**config.mk**
```make
export PLATFORM = sky130hd
export DESIGN_NAME = nbit_addsub_seq
export DESIGN_NICKNAME = d
export VERILOG_FILES = /design/src/rtl/nbit_addsub_seq.sv
export SDC_FILE = /design/constraint.sdc
export NUM_CORES = 1
export LEC_CHECK = 0
export CAP_MARGIN = 10
export CORE_UTILIZATION = 50
export CTS_BUF_LIST = sky130_fd_sc_hd__clkbuf_4 sky130_fd_sc_hd__clkbuf_8
export CTS_CLUSTER_DIAMETER = 200
export DETAILED_ROUTE_END_ITERATION = 10
export GPL_TIMING_DRIVEN = 0
export PLACE_DENSITY = 0.75
export SETUP_SLACK_MARGIN = 0.02
export SLEW_MARGIN = 10
export SYNTH_ARGS = -nofsm -noshare
export SYNTH_HDL_FRONTEND = slang
export SYNTH_SLANG_ARGS = --single-unit
```
**constraint.sdc**
```tcl
create_clock -name clk -period 3.2 [get_ports clk]
set_input_delay 0.32 -clock clk [delete_from_list [all_inputs] [get_ports clk]]
set_output_delay 0.32 -clock clk [all_outputs]
set_load 0.005 [all_outputs]
```
**src/rtl/nbit_addsub_seq.sv**
```systemverilog
// Sequential N-bit two's-complement adder/subtractor, CHUNK bits resolved per cycle, with C/V/Z flags.
// Optional macro ADDSUB_SAT_EN: saturate s on signed overflow.
module nbit_addsub_seq #(
  parameter int unsigned WIDTH = 16,
  parameter int unsigned CHUNK = 4
) (
  input  logic             clk,
  input  logic             rst_n,
  input  logic             in_valid,
  output logic             in_ready,
  input  logic [WIDTH-1:0] a,
  input  logic [WIDTH-1:0] b,
  input  logic             m,
  output logic             out_valid,
  input  logic             out_ready,
  output logic [WIDTH-1:0] s,
  output logic             c,
  output logic             v,
  output logic             z
);

  localparam int unsigned NCHUNK = WIDTH / CHUNK;
  localparam int unsigned IDX_W  = (NCHUNK > 1) ? $clog2(NCHUNK) : 1;

  typedef enum logic [1:0] {IDLE, CALC, DONE} state_e;

  state_e           state_q, state_d;
  logic [WIDTH-1:0] opa_q, opa_d;
  logic [WIDTH-1:0] opb_q, opb_d;
  logic [WIDTH-1:0] sum_q, sum_d;
  logic             carry_q, carry_d;
  logic [IDX_W-1:0] idx_q, idx_d;
  logic [WIDTH-1:0] s_q, s_d;
  logic             c_q, c_d;
  logic             v_q, v_d;
  logic             z_q, z_d;
  logic             out_valid_q, out_valid_d;

  logic [CHUNK-1:0] chunk_a, chunk_b, chunk_sum;
  logic             rc, top_cin;

  // Ripple through the current chunk; top_cin is the carry into the chunk's top bit.
  always_comb begin
    chunk_a   = opa_q[int'(idx_q)*CHUNK +: CHUNK];
    chunk_b   = opb_q[int'(idx_q)*CHUNK +: CHUNK];
    chunk_sum = '0;
    rc        = carry_q;
    top_cin   = carry_q;
    for (int i = 0; i < int'(CHUNK); i++) begin
      chunk_sum[i] = chunk_a[i] ^ chunk_b[i] ^ rc;
      if (i == int'(CHUNK) - 1) top_cin = rc;
      rc = (chunk_a[i] & chunk_b[i]) | (chunk_a[i] & rc) | (chunk_b[i] & rc);
    end
  end

  always_comb begin
    state_d     = state_q;
    opa_d       = opa_q;
    opb_d       = opb_q;
    sum_d       = sum_q;
    carry_d     = carry_q;
    idx_d       = idx_q;
    s_d         = s_q;
    c_d         = c_q;
    v_d         = v_q;
    z_d         = z_q;
    out_valid_d = out_valid_q;

    unique case (state_q)
      IDLE: begin
        if (in_valid) begin
          opa_d   = a;
          opb_d   = b ^ {WIDTH{m}};
          carry_d = m;
          idx_d   = '0;
          state_d = CALC;
        end
      end
      CALC: begin
        sum_d[int'(idx_q)*CHUNK +: CHUNK] = chunk_sum;
        carry_d = rc;
        idx_d   = IDX_W'(idx_q + 1'b1);
        if (idx_q == IDX_W'(NCHUNK - 1)) begin
          c_d = rc;
          v_d = top_cin ^ rc;
`ifdef ADDSUB_SAT_EN
          if (top_cin ^ rc) s_d = {opa_q[WIDTH-1], {(WIDTH-1){~opa_q[WIDTH-1]}}};
          else              s_d = sum_d;
`else
          s_d = sum_d;
`endif
          z_d         = (s_d == '0);
          out_valid_d = 1'b1;
          state_d     = DONE;
        end
      end
      DONE: begin
        if (out_ready) begin
          out_valid_d = 1'b0;
          state_d     = IDLE;
        end
      end
      default: state_d = IDLE;
    endcase
  end

  always_ff @(posedge clk or negedge rst_n) begin
    if (!rst_n) begin
      state_q     <= IDLE;
      opa_q       <= '0;
      opb_q       <= '0;
      sum_q       <= '0;
      carry_q     <= 1'b0;
      idx_q       <= '0;
      s_q         <= '0;
      c_q         <= 1'b0;
      v_q         <= 1'b0;
      z_q         <= 1'b0;
      out_valid_q <= 1'b0;
    end else begin
      state_q     <= state_d;
      opa_q       <= opa_d;
      opb_q       <= opb_d;
      sum_q       <= sum_d;
      carry_q     <= carry_d;
      idx_q       <= idx_d;
      s_q         <= s_d;
      c_q         <= c_d;
      v_q         <= v_d;
      z_q         <= z_d;
      out_valid_q <= out_valid_d;
    end
  end

  assign in_ready  = (state_q == IDLE);
  assign out_valid = out_valid_q;
  assign s         = s_q;
  assign c         = c_q;
  assign v         = v_q;
  assign z         = z_q;

endmodule

```
[Yosys cells after proc, flatten, opt, wreduce, memory -nomap -nowiden]
Cells that the tools add are included.
Storage, ports and cells
  flip-flop bits (word level): 73
  input port bits: 37
  output and inout bits: 21
  logic and storage cells: 74
Cells by class
  $add $sub $neg: 2
  equality and inequality tests: 6
  shift operators: 4
  multiplexer cells: 12
  bitwise gates (word level): 30
  reductions and logical operators: 9
Operators with widths (count)
  4-bit negation with 34-bit output: 1
  4-bit by 34-bit variable shift with 16-bit output, first input constant: 1
  4-bit by 34-bit variable part select with 16-bit output: 1
  16-bit by 5-bit variable part select with 4-bit output: 2
  16-bit bitwise mux: 1
  16-bit logical NOT: 1
  16-bit XOR: 1
  1-bit bitwise AND: 12
  1-bit XOR: 9
  2-bit 2-to-1 mux: 4
  1-bit OR: 8
  2-bit != test, second input constant: 3
  2-bit case mux with 3 select lines: 1
  2-bit AND reduction: 3
  3-bit AND reduction: 2
  2-bit equality test, second input constant: 2
  1-bit case mux with 2 select lines: 2
  2-bit case mux with 2 select lines: 1
  2-bit nonzero test: 2
  1-bit 2-to-1 mux: 3
  2-bit by 1-bit adder with 2-bit output, second input constant: 1
  2-bit by 1-bit equality test with 1-bit output, second input constant: 1
  2-bit logical NOT: 1

[Depth between registers and ports, before layout]
Gate-level depths: netlist of the first run.
  word-level depth: 14
  depth in mapped cells: 12
  mapped depth without buffers: 10

[Worst setup path before layout of the first run]
OpenSTA, ideal clock, no wires.
  path kind: flip-flop to flip-flop
  start: register idx_q[0]
  end: register z_q (netlist: z)
  library setup time: 0.103 ns
  data arrival time: 3.329 ns
  data required time: 3.097 ns
  setup slack: -0.233 ns
  cell stages (with the launch flop): 13
  path buffers: 2
  clock period less this slack: 3.433 ns
  cell sequence: dfrtp_1 buf_6 buf_2 mux4_2 fa_1 inv_1 fa_1 fa_1 fa_1 and4bb_2 mux2i_1 nand4_1 o41ai_2
On the way
  longest elaborated chain between the ends: 14
  elaborated cells on any way between the ends: 32
  those cells by class: 1 x add/sub; 1 x eq/ne; 4 x shift; 1 x mux; 23 x bitwise; 2 x reduce/logical
Ends and longest elaborated chain
  start, declared: line 32  | logic [IDX_W-1:0] idx_q, idx_d;
  start signal, assigned: line 126  | idx_q <= idx_d;
  16-bit by 5-bit variable part select with 4-bit output (on tied branches): line 44, 45
  1-bit bitwise AND: line 52  | rc = (chunk_a[i] & chunk_b[i]) | (chunk_a[i] & rc) | (chunk_b[i] & rc);
  1-bit OR (2 in series): line 52
  1-bit bitwise AND: line 52
  1-bit OR (2 in series): line 52
  1-bit bitwise AND: line 52
  1-bit OR (2 in series): line 52
  1-bit XOR: line 50  | chunk_sum[i] = chunk_a[i] ^ chunk_b[i] ^ rc;
  4-bit by 34-bit variable part select with 16-bit output: line 80  | sum_d[int'(idx_q)*CHUNK +: CHUNK] = chunk_sum;
  16-bit bitwise mux: line 80
  16-bit logical NOT: line 92  | z_d = (s_d == '0);
  end signal, assigned: line 130  | z_q <= z_d;
  end, declared: line 36  | logic z_q, z_d;
Several ways; a longest one is shown, not always the timed one.
A chain may end at the register's enable or synchronous reset.

[Worst setup path in the final report of the first run]
Same ends and word-level chain as after synthesis.

==> results by group, run 1 <==
Outcome
  – Status: complete, but fails checks
  – Violated checks: setup timing

Power
  – Clock power share: about an eighth
  – Flop pwr share: ~31%
  – Combinational share of power: a little under three fifths
  – Int Power: 0.00302 W
  – Switching pwr: 0.00207 W
  – Max VDD drop: around 0.43 mV
  – Pwr Density: roughly 1100 mW/mm^2
  – Sw frac: about two fifths
  – Leakage Power: between 2 and 2.5 nW

Floorplanning
  – I/O pin cnt: 58
  – Starting Density: between 50% and 60%
  – Die footprint: 0.00742 mm^2
  – Core ar.: a little under 0.007 mm^2
  – Die Span Y: about 86 um
  – Rows: 30
  – Die Width: 86.2 um

Global routing
  – Vias in the first global route: approximately 2,700
  – Global-route wire length before repair: 13,000 um
  – All-Layer GR Usage: between 20% and 30%
  – Largest net degree at the start of global routing: between 50 and 60
  – GRT overflow: 0
  – Initial antenna violation count: 0

Synth
  – Synth area leader: dfrtp_1
  – Yosys top cell area share: approximately half
  – Gate count of the mapped netlist: between 300 and 400
  – Seq/Total Area, Yosys: roughly half
  – Synth Register Bits: 73
  – Synth top area cells: dfrtp_1 52%, nand2_1 9.8%, o21ai_0 5.1%
  – Mean Syn Cell Area: roughly 10 um^2
  – Yosys warning count: 0
  – Synthesized cell area: 0.00354 mm^2
  – Synth cell types: 33
  – Syn_nets: 404

Placed design
  – GPL Wtd Cong: roughly 0.8
  – Buffers on Ports: 56
  – DPL Wire Length: between 5000 and 6000 um
  – Post-place instance area: around 0.0043 mm^2

Layout
  – Ratio of cells with drive above 1 in the final layout: around 15%
  – Commonest non-fill, non-tap cells in the layout: 92 x nand2_1, 72 x dfrtp_1, 55 x clkdlybuf4s50_1
  – Final Instance Area: 0.00459 mm^2
  – Area growth syn-to-layout: 29.8%
  – N_diodes: 0
  – Final core utilization: 67.3%
  – Commonest non-fill, non-tap cell in the layout: nand2_1
  – Nets: approximately 480

Timing
  – Rel. slew slack: 43.1%
  – Clock skew: roughly 0.012 ns
  – Fin. max-slew vios: 0
  – Peak Freq: about 290 MHz
  – Setup violators final: 3
  – Setup TNS: -0.366 ns
  – Worst-margin pin slew: 0.852 ns
  – Final worst slack: -0.223 ns
  – Final hold vios: 0
  – RSZ-0062 raised after global routing: true
  – Tmin final: 3.42 ns
  – Fin crit share: 107%

Routing
  – Antenna-violating nets left: 0
  – Final wirelength: around 7700 um
  – Vias after detailed routing: roughly 2,800
  – DR iter-0 viols: 96
  – Vias per cell: 5.15
  – Drt wl/cell: 14.3 um
  – # DRC: 0
  – Drt pass-1 iters: 4

Clock tree
  – Clock Sink Count: 73
  – Worst-path clk slew: 0.07 ns
  – CTS Buf Count: 9
  – Max Root-Sink Buffers: 2
  – CTS tree: yes
  – # H-tree levels: 3
  – Clk_lat worst skew: about 0.35 ns
  – CTS root buffer: clkbuf_8

Critical path
  – Critical Path AT: around 3.7 ns
  – Maximum fanout along the worst path: 6
  – Type of element launching the critical path: flip-flop
  – Setup CP Type: flip-flop to flip-flop
  – Crit path required time: 3.43 ns
  – CP endpoint kind: flip-flop

Worst hold path
  – HP Class: input pin to asynchronous set/reset pin

Flow run
  – Max-cap violations: 0
==> cell usage after synthesis, drive strengths merged <==
master	n
nor2	18
and3b	1
mux2i	5
xnor2	17
and2	1
nor3b	3
o31ai	2
inv	14
o21ai	36
o211ai	1
mux4	8
a21oi	19
ha	6
nand3b	1
nand4	4
and2b	5
nor2b	9
a311oi	1
o41ai	1
buf	9
clkbuf	12
and4bb	2
fa	4
nand3	2
dfrtp	73
a31oi	9
nor4b	2
nand2	92
==> worst max-delay path, cell delays in order, from the launching register on <==
cell     delay [ns]
dfrtp_2        0.45
buf_12         0.15
mux4_2         0.35
fa_2           0.20
inv_2          0.04
fa_2           0.33
fa_2           0.37
fa_2           0.61
inv_1          0.11
a31oi_4        0.20
nand4_1        0.16
o41ai_2        0.34
==> area by class of cell <==
| class | count | area, um^2 |
|---|---|---|
| plain buffers | 20 | 108 |
| clock buffers | 14 | 168 |
| clock inverters | 2 | 13.8 |
| fillers | 572 | 2240 |
| inverters | 14 | 52.6 |
| multi-input cells | 249 | 1630 |
| flip-flops and latches | 73 | 1830 |
| well taps | 96 | 120 |
| repair buffers | 69 | 678 |
==> timing repair <==
action,CTS,global route
pin swaps,3,6
setup buffers,8,4
hold endpoints to repair,21,0
gates resized for setup,14,8
setup endpoints to repair,15,13
hold buffers,1,0
==> per-stage QoR <==
stage                     total power (W)  setup WS (ns)  hold slack, ns  instances
final                             0.00509         -0.223           0.404        537
after global routing              0.00548         -0.333           0.441        537
after CTS                         0.00505         -0.311           0.409        535
after detailed placement          0.00412         -0.531           0.234        510
after global placement            0.00402         -0.638           0.454        509
after floorplan                   0.00327         -0.113          0.0244        357
==> cell families (layout without fill, tap and decap cells) <==
| group | count (synthesis) | count (layout) | share of synthesized area [%] |
|---|---|---|---|
| AO/OA/AOI/OAI | 69 | 69 | 10.9 |
| XOR/XNOR | 17 | 17 | 4.20 |
| adder cells (fa/ha/maj) | 10 | 10 | 4.38 |
| buffers and inverters | 35 | 119 | 4.31 |
| flip-flops | 73 | 73 | 51.6 |
| multiplexers | 13 | 13 | 6.50 |
| AND/OR/NAND/NOR | 140 | 140 | 18.1 |
==> state kept, by name, summed over array words and instances, names as in the netlist, 2 cells and up <==
name	flops
sum_q	16
state_q	2
opa_q	16
opb_q	16
s	16
idx_q	2
==> metal layers <==
layer | vias to the layer above | share of wire, % | global-route usage (%)
met3 | 12 | 3.2 | 3.75
met5 | - | 0 | 0
li1 | 1346 | - | -
met4 | 0 | 1.4 | 6.82
met2 | 61 | 51 | 40.7
met1 | 1349 | 44 | 28.9
==> worst paths after layout <==
check	startpoint	endpoint	slack [ns]	cells after the start
hold / removal	rst_n	s[9]	0.40	2
setup / recovery	idx_q[0]	z	-0.22	11
max in group asynchronous	rst_n	idx_q[0]	2.25	3
min in group clk	m	opb_q[0]	0.41	3
hold reg to reg	s[13]	s[13]	0.48	2
setup reg to reg	idx_q[0]	z	-0.22	11
==> power groups by stage <==
| stage | combinational (W) | clock, W | sequential [W] |
|---|---|---|---|
| after floorplan | 0.00172 | 0 | 0.00155 |
| after global placement | 0.00245 | 0 | 0.00158 |
| after detailed placement | 0.00252 | 0 | 0.00160 |
| after CTS | 0.00280 | 0.000675 | 0.00158 |
| after global routing | 0.00314 | 0.000711 | 0.00163 |
| final | 0.00284 | 0.000666 | 0.00159 |
Power figures use the tool's default switching activity.
==> run 2, diff against run 1 <==
--- a/config.mk
+++ b/config.mk
@@ -6,13 +6,14 @@
 export NUM_CORES = 1
 export LEC_CHECK = 0
 export CAP_MARGIN = 10
+export CORE_MARGIN = 3
 export CORE_UTILIZATION = 50
 export CTS_BUF_LIST = sky130_fd_sc_hd__clkbuf_4 sky130_fd_sc_hd__clkbuf_8
 export CTS_CLUSTER_DIAMETER = 200
 export DETAILED_ROUTE_END_ITERATION = 10
 export GPL_TIMING_DRIVEN = 0
 export PLACE_DENSITY = 0.75
-export SETUP_SLACK_MARGIN = 0.02
+export SETUP_SLACK_MARGIN = 0.15
 export SLEW_MARGIN = 10
 export SYNTH_ARGS = -nofsm -noshare
 export SYNTH_HDL_FRONTEND = slang
==> constraint.sdc (replaced) <==
create_clock -name clk -period 3.2 [get_ports clk]
set_input_delay 0.32 -clock clk [delete_from_list [all_inputs] [get_ports clk]]
set_output_delay 0.32 -clock clk [all_outputs]
set_load 0.02 [all_outputs]
==> run 2 against run 1 <==
  * The run still ends with setup timing left
  * Hold slack lost 0.0098 ns
  * Sequential share of layout area is 0.63 points lower
  * Clock skew is 0.0047 ns lower
  * Critical path type unchanged
==> results by group, run 2 (same netlist as run 1, synthesis figures left out) <==
Outcome
  – Status: complete, but fails checks
  – Violated checks: setup timing

Floorplanning
  – Starting Density: 51.8% (unchanged)
  – I/O pin cnt: 58 (unchanged)
  – Die footprint: 0.00813 mm^2 (+9.5%)
  – Core ar.: 0.00683 mm^2 (unchanged)
  – Die Span Y: 90.2 um (+4.6%)
  – Rows: 30 (unchanged)
  – Die Width: 90.2 um (+4.6%)

Clock tree
  – CTS Buf Count: 9 (unchanged)
  – Clock Sink Count: 73 (unchanged)
  – CTS root buffer: clkbuf_8
  – Max Root-Sink Buffers: 2 (unchanged)
  – # H-tree levels: 3 (unchanged)
  – CTS tree: yes
  – Clk_lat worst skew: 0.35 ns (about the same)
  – Worst-path clk slew: 0.08 ns (about the same)

Routing
  – Drt pass-1 iters: 4 (unchanged)
  – Final wirelength: 7860 um (+2.5%)
  – Antenna-violating nets left: 0 (unchanged)
  – DR iter-0 viols: 133 (+39%)
  – Vias after detailed routing: 2,764 (-0.14%)
  – Vias per cell: 5.14 (-0.33%)
  – Drt wl/cell: 14.6 um (+2.3%)
  – # DRC: 0 (unchanged)

Layout
  – Commonest non-fill, non-tap cells in the layout: 92 x nand2_1, 72 x dfrtp_1, 55 x clkdlybuf4s50_1
  – Final core utilization: 68.3% (+1.1 points)
  – Nets: 484 (+0.21%)
  – Commonest non-fill, non-tap cell in the layout: nand2_1
  – N_diodes: 0 (unchanged)
  – Area growth syn-to-layout: 31.8%
  – Final Instance Area: 0.00467 mm^2 (+1.6%)
  – Ratio of cells with drive above 1 in the final layout: 15.2% (+0.42 points)

Timing
  – Setup violators final: 5 (+2)
  – Fin crit share: 108% (+1.2 points)
  – Clock skew: 0.00688 ns (-0.00467 ns)
  – Final hold vios: 0 (unchanged)
  – Worst-margin pin slew: 0.876 ns (+0.0240 ns)
  – Rel. slew slack: 41.5% (-1.6 points)
  – Tmin final: 3.46 ns (+0.0382 ns)
  – Peak Freq: 289 MHz (-1.1%)
  – Fin. max-slew vios: 0 (unchanged)
  – Final worst slack: -0.261 ns (-0.0382 ns)
  – RSZ-0062 raised after global routing: true

Critical path
  – Maximum fanout along the worst path: 5 (-1)
  – Setup CP Type: flip-flop to flip-flop
  – CP endpoint kind: flip-flop
  – Reg-to-reg startpoint: idx_q[0]
  – Critical Path AT: 3.71 ns (+0.05 ns)
  – Reg2Reg Depth: 12 (+1)
  – Type of element launching the critical path: flip-flop
  – Reg-to-reg setup timing slack: -0.26 ns (-0.04 ns)
  – Crit path required time: 3.45 ns (+0.02 ns)
  – Worst R2R End: z

Power
  – Clock power share: 15.5% (+2.4 points)
  – Combinational share of power: 55.2% (-0.5 points)
  – Flop pwr share: 29.3% (-1.9 points)
  – Sw frac: 40.7% (about the same)
  – Pwr Density: 1160 mW/mm^2 (+4.8%)
  – Leakage Power: 2.08 nW (+1.4%)
  – Int Power: 0.00321 W (+6.5%)
  – Max VDD drop: 0.468 mV (+8.0%)
  – Switching pwr: 0.00221 W (+6.3%)

Worst hold path
  – HP Class: input pin to asynchronous set/reset pin

Placed design
  – Buffers on Ports: 56 (unchanged)
  – GPL Wtd Cong: 0.876 (+9.1%)
  – Post-place instance area: 0.00426 mm^2 (unchanged)
  – DPL Wire Length: 5600 um (+1.5%)
  – Setup WS pre-CTS: -0.547 ns (-0.0160 ns)

Flow run
  – Max-cap violations: 0 (unchanged)

Global routing
  – Largest net degree at the start of global routing: 53 (unchanged)
  – Initial antenna violation count: 0 (unchanged)
  – GRT overflow: 0 (unchanged)
  – Global-route wire length before repair: 13,000 um (-0.48%)
  – Vias in the first global route: 2,741 (-0.25%)
  – All-Layer GR Usage: 20.3% (-2.6 points)
run 2: worst max path at each step:
stage                     startpoint   endpoint  slack, ns  cells after the start
after global placement         rst_n  opa_q[15]      -0.64                      1
after detailed placement    idx_q[1]          z      -0.55                     11
after global routing        idx_q[0]          z      -0.36                     12
final                       idx_q[0]          z      -0.26                     12
after floorplan             idx_q[0]          z      -0.11                     12
after CTS                   idx_q[0]          z      -0.28                     12
run 2: routing by layer:
metal	routed length [um]	GRT usage, %
met1	3360	25.2
met2	3960	34.8
met3	375	3.51
met4	153	9.18
met5	0	0
run 2: worst max-delay path: stages, from the launching register on:
cell	delay [ns]
dfrtp_2	0.42
buf_8	0.13
buf_12	0.12
mux4_2	0.36
fa_2	0.20
inv_2	0.04
fa_2	0.33
fa_2	0.36
fa_2	0.60
and4bb_2	0.27
mux2i_2	0.18
nand4_1	0.13
o41ai_2	0.22
run 2: metrics by stage:
stage,power (W),setup TNS [ns],std cells,hold slack [ns]
after floorplan,0.00340,-0.113,357,0.0244
after global placement,0.00415,-48.46,509,0.455
after detailed placement,0.00424,-2.91,510,0.233
after CTS,0.00532,-0.839,535,0.396
after global routing,0.00585,-1.15,538,0.415
final,0.00542,-0.717,538,0.394
run 2: layout make-up:
| cell class | instances | area (um^2) |
|---|---|---|
| Buffer | 21 | 120 |
| Clock buffer | 14 | 174 |
| Clock inverter | 2 | 60.1 |
| Fill cell | 569 | 2160 |
| Inverter | 14 | 52.6 |
| Multi-Input combinational cell | 249 | 1630 |
| Sequential cell | 73 | 1830 |
| Tap cell | 96 | 120 |
| Timing Repair Buffer | 69 | 682 |
run 2: repair_timing:
item	CTS	global route
gates resized for setup	13	9
pin swaps	3	7
endpoints found under the hold margin	21	0
hold buffers	1	0
endpoints found under the setup margin	17	14
setup buffers	8	3
run 2: power groups by stage:
stage | logic, W | clock network [W] | registers, W
after floorplan | 0.00173 | 0 | 0.00166
after global placement | 0.00258 | 0 | 0.00158
after detailed placement | 0.00264 | 0 | 0.00160
after CTS | 0.00288 | 0.000853 | 0.00159
after global routing | 0.00333 | 0.000886 | 0.00163
final | 0.00299 | 0.000841 | 0.00159
==> run 3, diff against run 2 <==
--- a/config.mk
+++ b/config.mk
@@ -5,14 +5,16 @@
 export SDC_FILE = /design/constraint.sdc
 export NUM_CORES = 1
 export LEC_CHECK = 0
+export ABC_AREA = 1
 export CAP_MARGIN = 10
 export CORE_MARGIN = 3
 export CORE_UTILIZATION = 50
 export CTS_BUF_LIST = sky130_fd_sc_hd__clkbuf_4 sky130_fd_sc_hd__clkbuf_8
 export CTS_CLUSTER_DIAMETER = 200
 export DETAILED_ROUTE_END_ITERATION = 10
+export GPL_ROUTABILITY_DRIVEN = 1
 export GPL_TIMING_DRIVEN = 0
-export PLACE_DENSITY = 0.75
+export PLACE_DENSITY = 0.74
 export SETUP_SLACK_MARGIN = 0.15
 export SLEW_MARGIN = 10
 export SYNTH_ARGS = -nofsm -noshare
==> run 3 against run 2 <==
  * Via count increased by 15%
  * Die area rose by 1.9%
  * Clock power fell by 13%
  * First-iteration DRC count rose by 12%
  * Setup slack better by 0.20 ns
  * The run still ends with setup timing left
  * Sequential share of layout area is 1.0 points lower
  * Hold slack better by 0.0028 ns
==> results by group, run 3 <==
Timing
  – Tmin final: 3.26 ns (-0.201 ns)
  – Worst-margin pin slew: 0.442 ns (-0.433 ns)
  – RSZ-0062 raised after global routing: true
  – Final hold vios: 0 (unchanged)
  – Fin crit share: 102% (-6.3 points)
  – Setup TNS: -0.129 ns (+0.589 ns)
  – Final worst slack: -0.0602 ns (+0.201 ns)
  – Rel. slew slack: 70.2% (+29 points)
  – Fin. max-slew vios: 0 (unchanged)
  – Clock skew: 0.00808 ns (+0.00120 ns)
  – Setup violators final: 3 (-2)
  – Peak Freq: 307 MHz (+6.2%)

Power
  – Flop pwr share: 29.4% (about the same)
  – Leakage Power: 2.26 nW (+8.4%)
  – Sw frac: 43.1% (+2.4 points)
  – Max VDD drop: 0.581 mV (+24%)
  – Total power: 0.00524 W (-3.4%)
  – Clock power share: 13.9% (-1.6 points)
  – Int Power: 0.00298 W (-7.2%)
  – Pwr Density: 1090 mW/mm^2 (-5.9%)
  – Combinational share of power: 56.7% (+1.5 points)
  – Switching pwr: 0.00226 W (+2.3%)

Worst hold path
  – Worst Hold Depth: 3
  – WHS Endpoint: opb_q[4]
  – HP Class: input pin to flip-flop
  – Min-Delay Startpoint: m

Critical path
  – WP buf/inv: 6 (+3)
  – Delay-heaviest family, CP: adder cells
  – Slowest cell on crit path: fa_1
  – Reg-to-reg startpoint: idx_q[0]
  – CP endpoint kind: flip-flop
  – Crit path largest cell delay: 0.55 ns (-0.05 ns)
  – Critical Path AT: 3.55 ns (-0.16 ns)
  – Crit path cell chain: buf_6 -> buf_8 -> buf_6 -> buf_6 -> buf_6 -> a21oi_2 -> a32o_2 -> fa_2 -> fa_2 -> fa_1 -> inv_2 -> nand2_2 -> nor2_2 -> nor2_1 -> nand3_1 -> nor2_2 -> nand3_1 -> nand2_1
  – Reg2Reg Depth: 18 (+6)
  – Type of element launching the critical path: flip-flop
  – Reg-to-reg setup timing slack: -0.06 ns (+0.20 ns)
  – Setup CP Type: flip-flop to flip-flop
  – Most used cell, CP: buf_6
  – Worst R2R End: z
  – Crit path required time: 3.49 ns (+0.04 ns)
  – Maximum fanout along the worst path: 5 (unchanged)

Synth
  – Yosys top cell area share: 50.6% (-1.0 points)
  – Syn_nets: 480 (+19%)
  – Top_reg_cell synth: dfrtp_1
  – Count leader, synth: nand2_1
  – Mean Syn Cell Area: 8.35 um^2 (-16%)
  – Synth Register Bits: 73 (unchanged)
  – Synth top area cells: dfrtp_1 51%, nand2_1 17%, o21ai_0 5.7%
  – Synth cell types: 29 (-12%)
  – Async S/R FF share, synth: 100% (unchanged)
  – Gate count of the mapped netlist: 433 (+21%)
  – Seq/Total Area, Yosys: 50.6% (-1.0 points)
  – Post-synth EDFFs: 0 (unchanged)
  – Synthesized cell area: 0.00361 mm^2 (+2.0%)
  – Top cells by count, synth: 165 x nand2_1, 73 x dfrtp_1, 41 x o21ai_0
  – Synth area leader: dfrtp_1
  – Yosys warning count: 0 (unchanged)

Floorplanning
  – Core ar.: 0.00691 mm^2 (+1.1%)
  – Rows: 30 (unchanged)
  – Die footprint: 0.00828 mm^2 (+1.9%)
  – Die Span Y: 91.0 um (+0.95%)
  – I/O pin cnt: 58 (unchanged)
  – Starting Density: 52.3% (+0.49 points)
  – Die Width: 91.0 um (+0.95%)

Global routing
  – GRT overflow: 0 (unchanged)
  – Largest net degree at the start of global routing: 45 (-15%)
  – All-Layer GR Usage: 21.0% (+0.74 points)
  – Initial antenna violation count: 0 (unchanged)
  – Global-route wire length before repair: 13,900 um (+7.5%)
  – Vias in the first global route: 3,032 (+11%)

Layout
  – Post-Layout Cell Count: 623 (+16%)
  – Final core utilization: 69.4% (+1.1 points)
  – Commonest non-fill, non-tap cells in the layout: 162 x nand2_1, 72 x dfrtp_1, 55 x clkdlybuf4s50_1
  – Commonest non-fill, non-tap cell in the layout: nand2_1
  – Ratio of cells with drive above 1 in the final layout: 17.3% (+2.1 points)
  – Nets: 569 (+18%)
  – Storage element area: 0.00183 mm^2 (unchanged)
  – Area growth syn-to-layout: 32.7%
  – Area of the multi-input gates: 0.00164 mm^2 (+0.23%)
  – N_diodes: 0 (unchanged)
  – Layout filler cell count: 571 (+0.35%)

Placed design
  – DPL Wire Length: 5940 um (+6.2%)
  – Setup WS pre-CTS: -0.423 ns (+0.124 ns)
  – Placed insts: 586 (+15%)
  – GPL Wtd Cong: 0.891 (+1.7%)
  – Buffers on Ports: 56 (unchanged)

Routing
  – Vias after detailed routing: 3,178 (+15%)
  – Final wirelength: 8450 um (+7.5%)
  – Drt wl/cell: 13.6 um (-7.2%)
  – DR iter-0 viols: 149 (+12%)
  – Drt pass-1 iters: 5 (+1)
  – Antenna-violating nets left: 0 (unchanged)
  – Vias per cell: 5.10 (-0.71%)
  – # DRC: 0 (unchanged)

Clock tree
  – Clock Sink Count: 73 (unchanged)
  – Worst-path clk slew: 0.08 ns (about the same)
  – CTS Buf Count: 9 (unchanged)
  – CTS tree: yes
  – Max Root-Sink Buffers: 2 (unchanged)
  – # H-tree levels: 3 (unchanged)
  – CTS root buffer: clkbuf_8
  – Clk_lat worst skew: 0.35 ns (about the same)

Outcome
  – Status: complete, but fails checks
  – Violated checks: setup timing

Flow run
  – Max-cap violations: 0 (unchanged)
==> run 3: area by class of cell <==
cell class	instances	share of cell area [%]
clock inverters	5	1.15
well taps	96	2.51
clock buffers	11	3.03
multi-input cells	316	34.1
repair buffers	78	15.7
inverters	25	2.17
plain buffers	19	3.21
flip-flops and latches	73	38.1
==> run 3: worst max-delay path by stage <==
stage | from | to | slack, ns | depth (start not counted)
floorplan | idx_q[0] | z | 0.04 | 18
global placement | rst_n | opb_q[5] | -0.60 | 1
detailed placement | idx_q[1] | z | -0.42 | 17
CTS | idx_q[0] | z | -0.19 | 18
global route | idx_q[0] | z | -0.20 | 18
finish | idx_q[0] | z | -0.06 | 18
==> run 3: worst reg2reg max path, delay by kind of cell (launching register included) <==
kind / cells / cell delay (ns)
AND/OR/NAND/NOR: 7 / 0.63
adder cells (fa/ha/maj): 3 / 1.31
buffers and inverters: 6 / 0.61
flip-flops: 1 / 0.37
AO/OA/AOI/OAI: 2 / 0.29
==> run 3: logic make-up (layout without fill, tap and decap cells) <==
kind of cell / after synthesis / in the layout / share of synthesized area, %
DFF: 73 / 73 / 50.6
and+or+nand+nor: 221 / 221 / 24.3
adders and majority gates: 10 / 10 / 4.29
buffers and inverters: 44 / 138 / 5.96
xor gates and xnor gates: 17 / 17 / 4.12
AOI/OAI and AO/OA: 68 / 68 / 10.8
==> run 3: repair_timing <==
action                                  in CTS  in global routing
pin swaps                                   17                 16
hold endpoints to repair                    29                  0
gates resized for setup                     26                 13
endpoints found under the setup margin      10                  9
gates cloned                                 0                  0
setup buffers                               14                  6
hold buffers                                 1                  0
==> run 3: power groups by stage <==
stage | registers, W | logic, W | clock network [W]
global placement | 0.00154 | 0.00248 | 0
global route | 0.00158 | 0.00328 | 0.000785
CTS | 0.00153 | 0.00280 | 0.000737
finish | 0.00154 | 0.00297 | 0.000729
detailed placement | 0.00155 | 0.00255 | 0
floorplan | 0.00160 | 0.00169 | 0
==> run 3: routing by layer <==
layer	up-vias	track usage, %	wire, um
li1	1558	-	-
met1	1509	26.2	3530
met2	92	36.4	4340
met3	19	4.81	426
met4	0	6.53	153
met5	-	0	0
==> run 3: metrics by stage <==
| step | area [um^2] | hold slack [ns] |
|---|---|---|
| floorplan | 3630 | 0.0244 |
| global placement | 4320 | 0.458 |
| detailed placement | 4330 | 0.268 |
| CTS | 4710 | 0.392 |
| global route | 4790 | 0.413 |
| finish | 4790 | 0.397 |
